$ cat config.mk
export PLATFORM = sky130hd
export DESIGN_NAME = amplitude_detector
export DESIGN_NICKNAME = d
export VERILOG_FILES = /design/src/rtl/amplitude_detector.sv
export SDC_FILE = /design/constraint.sdc
export NUM_CORES = 1
export LEC_CHECK = 0
export ABC_AREA = 1
export CORE_ASPECT_RATIO = 1.75
export CORE_MARGIN = 2
export CORE_UTILIZATION = 35
export CTS_BUF_LIST = sky130_fd_sc_hd__clkbuf_16
export DETAILED_ROUTE_END_ITERATION = 7
export SETUP_SLACK_MARGIN = 0.5
export SYNTH_ARGS = -nofsm -noshare
export SYNTH_HDL_FRONTEND = slang
export SYNTH_SLANG_ARGS = --single-unit
$ cat constraint.sdc
create_clock -name clk -period 2.3 [get_ports clk]
set_clock_uncertainty 0.15 [all_clocks]
set_input_delay 0.23 -clock clk [delete_from_list [all_inputs] [get_ports clk]]
set_output_delay 0.23 -clock clk [all_outputs]
set_load 0.01 [all_outputs]
$ cat src/rtl/amplitude_detector.sv
// amplitude_detector: measures max, min and peak-to-peak over a window of valid
// samples and decodes the amplitude shift that produced the stream.
module amplitude_detector #(
  parameter int WINDOW = 256,
  parameter int CNT_W  = 9
) (
  input  logic       clk,
  input  logic       rst,
  input  logic       start,
  input  logic       sample_valid,
  input  logic [7:0] data_in,
  output logic       busy,
  output logic       done,
  output logic [7:0] peak_out,
  output logic [7:0] min_out,
  output logic [7:0] ptp_out,
  output logic [1:0] amp_sel_out
);

  typedef enum logic [1:0] {
    IDLE    = 2'd0,
    MEASURE = 2'd1,
    REPORT  = 2'd2
  } state_t;

  localparam logic [CNT_W-1:0] LAST_CNT = CNT_W'(WINDOW - 1);

  state_t           state_r;
  state_t           next_state_s;
  logic             accept_s;
  logic [7:0]       max_r;
  logic [7:0]       min_r;
  logic [CNT_W-1:0] count_r;

  // Each right shift halves full scale, so the highest set bit of max names the shift.
  function automatic logic [1:0] decode_amp(input logic [7:0] mx);
    logic [1:0] sel;
    if (mx[7]) begin
      sel = 2'b00;
    end else if (mx[6]) begin
      sel = 2'b01;
    end else if (mx[5]) begin
      sel = 2'b10;
    end else begin
      sel = 2'b11;
    end
    return sel;
  endfunction

  assign busy = (state_r != IDLE);

  // State register.
  always_ff @(posedge clk) begin
    if (rst) begin
      state_r <= IDLE;
    end else begin
      state_r <= next_state_s;
    end
  end

  // Next-state selection; the window closes on the WINDOW-th accepted sample.
  always_comb begin
    next_state_s = state_r;
    accept_s     = sample_valid && (state_r == MEASURE);
    case (state_r)
      IDLE: begin
        if (start) begin
          next_state_s = MEASURE;
        end else begin
          next_state_s = IDLE;
        end
      end
      MEASURE: begin
        if (accept_s && (count_r == LAST_CNT)) begin
          next_state_s = REPORT;
        end else begin
          next_state_s = MEASURE;
        end
      end
      REPORT:  next_state_s = IDLE;
      default: next_state_s = IDLE;
    endcase
  end

  // Running extremes, sample count and the registered result outputs.
  always_ff @(posedge clk) begin
    if (rst) begin
      max_r       <= 8'h00;
      min_r       <= 8'hFF;
      count_r     <= '0;
      done        <= 1'b0;
      peak_out    <= 8'h00;
      min_out     <= 8'h00;
      ptp_out     <= 8'h00;
      amp_sel_out <= 2'b11;
    end else begin
      done <= 1'b0;
      case (state_r)
        IDLE: begin
          if (start) begin
            max_r   <= 8'h00;
            min_r   <= 8'hFF;
            count_r <= '0;
          end
        end
        MEASURE: begin
          if (accept_s) begin
            if (data_in > max_r) max_r <= data_in;
            if (data_in < min_r) min_r <= data_in;
            count_r <= count_r + CNT_W'(1);
          end
        end
        REPORT: begin
          // At least one sample was taken, so max_r >= min_r here.
          peak_out    <= max_r;
          min_out     <= min_r;
          ptp_out     <= max_r - min_r;
          amp_sel_out <= decode_amp(max_r);
          done        <= 1'b1;
        end
        default: begin
          count_r <= '0;
        end
      endcase
    end
  end

endmodule
# Yosys cells after proc, flatten, opt, wreduce, memory -nomap -nowiden
# Cells that the tools add are included.
# totals
output_inout_bits	28
regBits	54
input_bits	12
# op_classes
n_bitwise	1
addsub	2
n_eq_ne	7
magnitude_cmp	2
muxes	18
reduce_logical	8
# op_table
op	n
$mux W8	6
$pmux W8 S2	2
$pmux W9 S3	1
$mux W9	2
$add A9 B1 Y9 const B	1
$eq A9 B8 Y1 const B	1
$gt A8 B8 Y1	1
$lt A8 B8 Y1	1
$reduce_and A4 Y1	2
$sub A8 B8 Y8	1
$mux W2	3
$ne A2 B1 Y1 const B	2
$ne A2 B2 Y1 const B	2
$pmux W2 S2	1
$reduce_bool A2 Y1	2
$mux W1	3
$reduce_and A3 Y1	1
$eq A2 B1 Y1 const B	1
$eq A2 B2 Y1 const B	1
$logic_and A1 B1 Y1	2
$logic_not A2 Y1	1
$not A1 Y1	1

# Longest topological paths before layout
# Gate-level depths: netlist of the first run.
# logic_depth
depth_word	5
ltp_mapped	15
depth_no_buf	14

# Worst setup path before layout of the first run
# Ideal clock, no wire load.
# synth_timing
path_kind	register -> register
startpoint	register max_r[7]
endpoint	register max_r[6]
path_stages_with_launch	13
setup_slack_ps	520
t_arrival_ps	1515
n_path_buf	1
period_less_slack_ps	1780
path_cell_list	dfxtp_1 > inv_1 > ha_1 > nand2_1 > nor2_1 > nand2_1 > nand2_1 > nand2_1 > nand2_1 > buf_2 > nand3_1 > nand2_1 > nor2_1
# synth_via
elab_chain_len	3
# synth_lines
item	line_no	text
start, declared	31	logic [7:0] max_r;
start signal, assigned	108	if (data_in > max_r) max_r <= data_in;
$gt A8 B8 Y1	108	
$ne A2 B1 Y1 (no line)	n/a	
$reduce_and A4 Y1 (no line)	n/a	
# No other way between the ends.
# A chain may end at the register's enable or synchronous reset.

# Worst setup path in the final report of the first run
# layout_timing
startpoint	register state_r[0]
endpoint	output busy
# layout_via
elab_chain_len	1
# layout_lines
item	line_no	text
start, declared	28	state_t state_r;
start signal, assigned	57	state_r <= next_state_s;
$reduce_bool A2 Y1	50	assign busy = (state_r != IDLE);
end, declared	12	output logic busy,
# No other way between the ends.

==> impl_metrics.sql, run 1 <==
INSERT INTO impl_metrics (metric_group, metric, value, unit) VALUES
('yosys', 'synth.yosys.seq_area_share', '37.7', '%'),
('worst_setup_path', 'crit_path_start_kind', 'register', ''),
('power_and_ir_drop', 'share_comb_of_total_power', '25.4', '%'),
('floorplanning', 'die-width', '72.4', 'µm'),
('power_and_ir_drop', 'powerDensity', '624', 'nW/µm²'),
('layout', 'num_antenna_cells', '0', ''),
('grt', 'grt_start_max_net_pins', '43', ''),
('drt', 'drt-initial-drc-count', '85', ''),
('placement', 'total_half_perimeter_wirelength_after_legalization_and_detailed_placement', '5.52', 'mm'),
('cts', 'cts.path.max_buffers', '2', ''),
('worst_setup_path', 'timing.setup.critical_path_class', 'reg -> out', ''),
('timing', 'finalHoldViolations', '0', ''),
('timing', 'slew-limit-headroom', '75.7', '%'),
('worst_setup_path', 'rr_worst_depth', '9', ''),
('layout', 'area_growth', '42.0', '%'),
('timing', 'rsz0062_at_grt', 'true', ''),
('placement', 'place.gp.congestion', '0.858', ''),
('layout', 'layout.cells.most_common', 'sky130_fd_sc_hd__nand2_1', ''),
('placement', 'port_buffers', '39', ''),
('worst_setup_path', 'timing.critical_path.required', '1.92', 'ns'),
('cts', 'clock-sinks', '54', ''),
('yosys', 'synth_fp_nets', '423', ''),
('grt', 'grt_pass1_vias', '2678', ''),
('layout', 'layoutNonFillerInstCount', '540', ''),
('timing', 'tns', '0', 'ns'),
('yosys', 'yosys.cell_types.count', '33', ''),
('outcome', 'outcome', 'finished clean', ''),
('floorplanning', 'pin_count', '40', ''),
('floorplanning', 'std_cell_rows', '43', ''),
('drt', 'dr_total_vias', '2764', ''),
('layout', 'layout.cells.most_common_list', '59 x sky130_fd_sc_hd__nand2_1, 40 x sky130_fd_sc_hd__dfxtp_1, 31 x sky130_fd_sc_hd__a21oi_1, 31 x sky130_fd_sc_hd__clkdlybuf4s50_1, 30 x sky130_fd_sc_hd__nor2_1', ''),
('timing', 'worstMarginPinSlew', '0.365', 'ns'),
('power_and_ir_drop', 'power.static_leakage', '1.80', 'nW'),
('cts', 'tritoncts.num_buffers', '5', ''),
('worst_setup_path', 'timing.critical_path.to', 'busy', ''),
('power_and_ir_drop', 'switching_share', '30.0', '%'),
('grt', 'initial_antenna_violation_count', '0', ''),
('floorplanning', 'die_area', '8960', 'µm²'),
('worst_setup_path', 'cp.arrival', '1.37', 'ns'),
('cts', 'clock_latency', '0.30', 'ns'),
('floorplanning', 'die_height', '124', 'µm'),
('yosys', 'synth_cells', '386', ''),
('hold_path', 'hold_path_start', 'data_in[0]', ''),
('power_and_ir_drop', 'netSwitchingPower', '762', 'µW'),
('yosys', 'syn_area', '2870', 'µm²'),
('cts', 'cts_tree', 'done', ''),
('worst_setup_path', 'critical_path.startpoint', 'state_r[0]', ''),
('cts', 'worst_setup_hold_path_clk_slew', '0.07', 'ns'),
('cts', 'cts.htree.levels', '2', ''),
('grt', 'track_usage', '17.8', '%'),
('drt', 'routedWlPerCell', '15.0', 'µm'),
('cts', 'cts_hold_buffers', '0', ''),
('floorplanning', 'initial_core_util', '36.0', '%'),
('hold_path', 'timing.hold.worst.class', 'in -> reg', ''),
('drt', 'drc_errors', '0', ''),
('yosys', 'yosys_register_bits', '54', ''),
('floorplanning', 'core-area', '7960', 'µm²'),
('drt', 'drt_pre_antenna_iters', '4', ''),
('placement', 'detailed_place.area', '3390', 'µm²'),
('power_and_ir_drop', 'cellInternalPower', '1.78', 'mW'),
('drt', 'vias_cell', '5.12', ''),
('grt', 'grt_pass1_wl', '12.4', 'mm'),
('drt', 'routed_wl', '8.09', 'mm'),
('timing', 'maxClockFrequency', '0.570', 'GHz'),
('grt', 'grt_remaining_overflow', '0', ''),
('worst_setup_path', 'regToRegEndpoint', 'ptp_out[6]', ''),
('worst_setup_path', 'critical_path.endpoint_type', 'primary output', ''),
('yosys', 'synth_enable_flop_cells', '0', ''),
('power_and_ir_drop', 'max-vdd-ir-drop', '0.373', 'mV'),
('drt', 'drtAntennaViolNets', '0', ''),
('timing', 'final_max_slew_viol_count', '0', '');
-- state kept, by name, indices dropped and copies added, names as in the netlist --
| register | cells |
|---|---|
| peak_out | 8 |
| ptp_out | 8 |
| min_out | 8 |
| count_r | 9 |
| state_r | 2 |
| max_r | 8 |
| done | 1 |
| min_r | 8 |
| amp_sel_out | 2 |
-- worst min path at each step --
stage | to | slack (ns) | cells past startpoint
floorplan | state_r[1] | 0.16 | 1
global placement | min_r[2] | 0.29 | 2
detailed placement | min_r[6] | 0.30 | 2
CTS | min_r[6] | 0.31 | 2
global route | max_r[0] | 0.22 | 5
finish | max_r[0] | 0.18 | 5
-- worst max-delay path: stages (launching register included) --
cell and delay [ns]:
sky130_fd_sc_hd__dfxtp_4 0.40, sky130_fd_sc_hd__inv_2 0.07, sky130_fd_sc_hd__nand2_1 0.07, sky130_fd_sc_hd__clkdlybuf4s50_1 0.53
-- kinds of logic (layout without fill, tap and decap cells) --
family / after synthesis / count (layout) / share of synthesized area [%]
AO/OA/AOI/OAI: 77 / 77 / 14.7
XOR/XNOR: 6 / 6 / 1.83
adder cells (fa/ha/maj): 25 / 25 / 11.2
buffers and inverters: 58 / 122 / 8.29
flip-flops: 54 / 54 / 37.7
AND/OR/NAND/NOR: 166 / 166 / 26.3
-- synthesized netlist by cell type (all sizes together), types with 2 or more instances --
cell,n,area [µm²]
a21oi,40,204
a31oi,3,18.8
buf,7,46.3
clkbuf,6,22.5
dfxtp,54,1080
ha,24,300
inv,44,165
nand2,74,283
nand3,33,178
nand3b,2,15.0
nand4,4,25.0
nor2,38,168
nor3,6,30.0
nor4,2,12.5
o21a,2,15.0
o21ai,28,151
or2,7,43.8
xor2,6,52.6
-- area by class of cell --
class                           instances  area (µm²)
Timing Repair Buffer                   69         636
Clock buffer                            5         125
Clock inverter                          3        43.8
Multi-Input combinational cell        274        1870
Inverter                               45         174
Fill cell                             764        3890
Tap cell                               90         113
Sequential cell                        54        1110
-- metal layers --
metal	up-vias	wire length (µm)	global-route usage (%)
li1	1403	-	-
met1	1279	3110	18.4
met3	23	237	2.83
met5	-	0	0
met2	59	4340	32.5
met4	0	397	11.5
-- per-stage QoR --
stage / hold WS [ns] / total power [mW] / setup WS (ns)
6_report: 0.176 / 2.54 / 0.546
3_3_place_gp: 0.292 / 1.46 / 0.0728
5_1_grt: 0.220 / 2.67 / 0.452
2_1_floorplan: 0.158 / 1.33 / 0.520
4_1_cts: 0.313 / 2.39 / 0.505
3_5_place_dp: 0.295 / 1.47 / 0.0408
-- power by group through the flow --
| stage | registers, mW | clock network, mW | logic, mW |
|---|---|---|---|
| after floorplan | 1.01 | 0 | 0.312 |
| after global placement | 1.02 | 0 | 0.438 |
| after detailed placement | 1.02 | 0 | 0.445 |
| after CTS | 1.00 | 0.897 | 0.488 |
| after global routing | 1.01 | 0.935 | 0.718 |
| final | 1.01 | 0.886 | 0.644 |
-- timing repair --
action	in CTS	in global routing
resized for setup	35	79
endpoints found under the setup margin	25	25
cloned	1	0
buffers inserted	4	13
hold endpoints to repair	0	0
pin swaps	4	22
No activity file was read; power rests on OpenSTA's default activity.
==> run 2, diff against run 1 <==
==> constraint.sdc (replaced) <==
create_clock -name clk -period 1.5 [get_ports clk]
set_clock_uncertainty 0.15 [all_clocks]
set_input_delay 0.15 -clock clk [delete_from_list [all_inputs] [get_ports clk]]
set_output_delay 0.15 -clock clk [all_outputs]
set_load 0.01 [all_outputs]
==> run 2 against run 1 <==
Compared with the run above:
- the flow now finishes with violations (setup timing)
- power rose by 61%
- via count rose by 17%
- cell count is 17% higher
- design area increased by 34%
- largest power group unchanged
- sequential share of layout area shrank 6.0 points
- combinational power grew 120%
- largest cell class unchanged
- hold slack improved by 0.13 ns
- utilization rose by 17 points
- sequential power rose by 53%
- global-route usage grew 3.5 points
==> impl_metrics.sql, run 2 (synthesis gave the netlist of run 1 again) <==
INSERT INTO impl_metrics (metric_group, metric, value, unit) VALUES
('outcome', 'outcome', 'complete, but fails checks', ''),
('outcome', 'failed_checks', 'setup timing', ''),
('timing', 'slew-limit-headroom', '79.4', '%'),
('drt', 'drt_pre_antenna_iters', '4', ''),
('placement', 'total_half_perimeter_wirelength_after_legalization_and_detailed_placement', '6.11', 'mm'),
('drt', 'vias_cell', '5.13', ''),
('floorplanning', 'die-width', '72.4', 'µm'),
('grt', 'grt_remaining_overflow', '0', ''),
('layout', 'design_area', '5440', 'µm²'),
('power_and_ir_drop', 'power.static_leakage', '2.46', 'nW'),
('power_and_ir_drop', 'powerDensity', '753', 'nW/µm²'),
('grt', 'grt_start_max_net_pins', '36', ''),
('timing', 'period_share', '119', '%'),
('layout', 'num_antenna_cells', '0', ''),
('power_and_ir_drop', 'share_comb_of_total_power', '34.0', '%'),
('cts', 'clock-sinks', '54', ''),
('floorplanning', 'initial_core_util', '36.0', '%'),
('timing', 'finalHoldViolations', '0', ''),
('layout', 'fin_nets', '577', ''),
('timing', 'worstMarginPinSlew', '0.309', 'ns'),
('placement', 'dp_slack', '-0.527', 'ns'),
('power_and_ir_drop', 'cellInternalPower', '2.79', 'mW'),
('drt', 'routedWlPerCell', '16.2', 'µm'),
('grt', 'track_usage', '21.3', '%'),
('layout', 'post_route_cells_drive_above_1_share', '64.3', '%'),
('timing', 'maxClockFrequency', '0.562', 'GHz'),
('power_and_ir_drop', 'share_clk_of_total_power', '28.2', '%'),
('layout', 'largest_register_ffs', '9', ''),
('placement', 'place.gp.congestion', '0.861', ''),
('cts', 'worst_setup_hold_path_clk_slew', '0.07', 'ns'),
('timing', 'finalHoldWorstSlack', '0.309', 'ns'),
('timing', 'final_max_slew_viol_count', '0', ''),
('layout', 'layout.cells.most_common_list', '91 x sky130_fd_sc_hd__buf_4, 50 x sky130_fd_sc_hd__nand2_1, 42 x sky130_fd_sc_hd__dfxtp_2, 42 x sky130_fd_sc_hd__buf_6, 28 x sky130_fd_sc_hd__nor2_1', ''),
('placement', 'port_buffers', '39', ''),
('power_and_ir_drop', 'netSwitchingPower', '1.30', 'mW'),
('worst_setup_path', 'cp.arrival', '1.79', 'ns'),
('layout', 'area_growth', '89.6', '%'),
('worst_setup_path', 'timing.setup.critical_path_class', 'reg -> reg', ''),
('drt', 'drt-initial-drc-count', '101', ''),
('drt', 'drc_errors', '0', ''),
('hold_path', 'timing.hold.worst.class', 'in -> reg', ''),
('floorplanning', 'pin_count', '40', ''),
('grt', 'grt_pass1_vias', '3122', ''),
('worst_setup_path', 'critPathMaxFanout', '8', ''),
('cts', 'cts.path.max_buffers', '2', ''),
('grt', 'initial_antenna_violation_count', '0', ''),
('layout', 'utilization', '68.3', '%'),
('cts', 'tritoncts.num_buffers', '5', ''),
('floorplanning', 'core-area', '7960', 'µm²'),
('cts', 'ctsRootBufferMaster', 'sky130_fd_sc_hd__clkbuf_16', ''),
('layout', 'largest-register', 'count_r', ''),
('worst_setup_path', 'crit_path_start_kind', 'register', ''),
('grt', 'grt_pass1_wl', '14.6', 'mm'),
('drt', 'drtAntennaViolNets', '0', ''),
('layout', 'layout.cells.most_common', 'sky130_fd_sc_hd__buf_4', ''),
('drt', 'dr_total_vias', '3234', ''),
('timing', 'final_worst_setup_slack', '-0.280', 'ns'),
('worst_setup_path', 'critical_path.endpoint_type', 'register', ''),
('flow_run', 'drv_cap', '0', ''),
('worst_setup_path', 'timing.critical_path.required', '1.51', 'ns'),
('cts', 'cts.htree.levels', '2', ''),
('power_and_ir_drop', 'power.share.sequential', '37.8', '%'),
('floorplanning', 'std_cell_rows', '43', ''),
('floorplanning', 'die_height', '124', 'µm'),
('floorplanning', 'die_area', '8960', 'µm²'),
('timing', 'finalCriticalPeriod', '1.78', 'ns'),
('timing', 'rsz0062_at_grt', 'true', ''),
('layout', 'fill_cells', '596', ''),
('power_and_ir_drop', 'switching_share', '31.7', '%'),
('cts', 'clock_latency', '0.30', 'ns'),
('drt', 'routed_wl', '10.2', 'mm'),
('placement', 'detailed_place.area', '4100', 'µm²'),
('power_and_ir_drop', 'total_power', '4.09', 'mW'),
('timing', 'report.final.setup_viol', '26', ''),
('power_and_ir_drop', 'max-vdd-ir-drop', '0.478', 'mV'),
('cts', 'cts_tree', 'done', '');
==> run 2: layout make-up <==
cell class	count	area (µm²)	share of cell area, %
Sequential cell	54	1150	21.2
Timing Repair Buffer	159	1590	29.2
Clock inverter	3	12.5	0.230
Inverter	45	199	3.66
Tap cell	90	113	2.07
Multi-Input combinational cell	275	2250	41.4
Clock buffer	5	125	2.30
==> run 2: routing by layer <==
| layer | global-route usage, % | wire, µm |
|---|---|---|
| met4 | 11.6 | 625 |
| met3 | 2.83 | 237 |
| met5 | 0 | 0 |
| met1 | 21.4 | 3650 |
| met2 | 40.9 | 5710 |
==> run 2: timing repair <==
| action | CTS | global route |
|---|---|---|
| setup endpoints to repair | 82 | 82 |
| setup buffers | 20 | 25 |
| cloned | 6 | 2 |
| gates resized for setup | 258 | 63 |
| hold buffers | 0 | 0 |
| pin swaps | 39 | 32 |
==> run 2: metrics by stage <==
step,instances,setup TNS (ns)
after CTS,604,-3.18
final,631,-4.28
after global placement,570,-10.52
after detailed placement,570,-10.91
after floorplan,386,-1.39
after global routing,631,-6.98
==> run 2: path summary, 6_finish.rpt <==
| check | startpoint | end | slack (ns) | depth (start not counted) |
|---|---|---|---|---|
| hold / removal | data_in[4] | max_r[4] | 0.31 | 6 |
| setup reg to reg | min_r[5] | min_r[0] | -0.28 | 9 |
| setup / recovery | min_r[5] | min_r[0] | -0.28 | 9 |
| hold reg to reg | min_r[4] | min_r[4] | 0.32 | 2 |
==> run 2: power by group through the flow <==
stage / logic (mW) / registers, mW / clock network [mW]
2_1_floorplan: 0.574 / 1.58 / 0
3_3_place_gp: 1.02 / 1.57 / 0
3_5_place_dp: 1.04 / 1.57 / 0
4_1_cts: 1.20 / 1.54 / 1.15
5_1_grt: 1.51 / 1.55 / 1.23
6_report: 1.39 / 1.55 / 1.15
==> run 2: worst max-delay path, stage by stage (launching register included) <==
cell,delay [ns]
sky130_fd_sc_hd__dfxtp_2,0.35
sky130_fd_sc_hd__inv_4,0.05
sky130_fd_sc_hd__ha_4,0.21
sky130_fd_sc_hd__a21oi_2,0.12
sky130_fd_sc_hd__o21a_1,0.17
sky130_fd_sc_hd__nand2_2,0.10
sky130_fd_sc_hd__nand2_4,0.14
sky130_fd_sc_hd__nand2_8,0.11
sky130_fd_sc_hd__nand2_1,0.10
sky130_fd_sc_hd__nand3_1,0.12
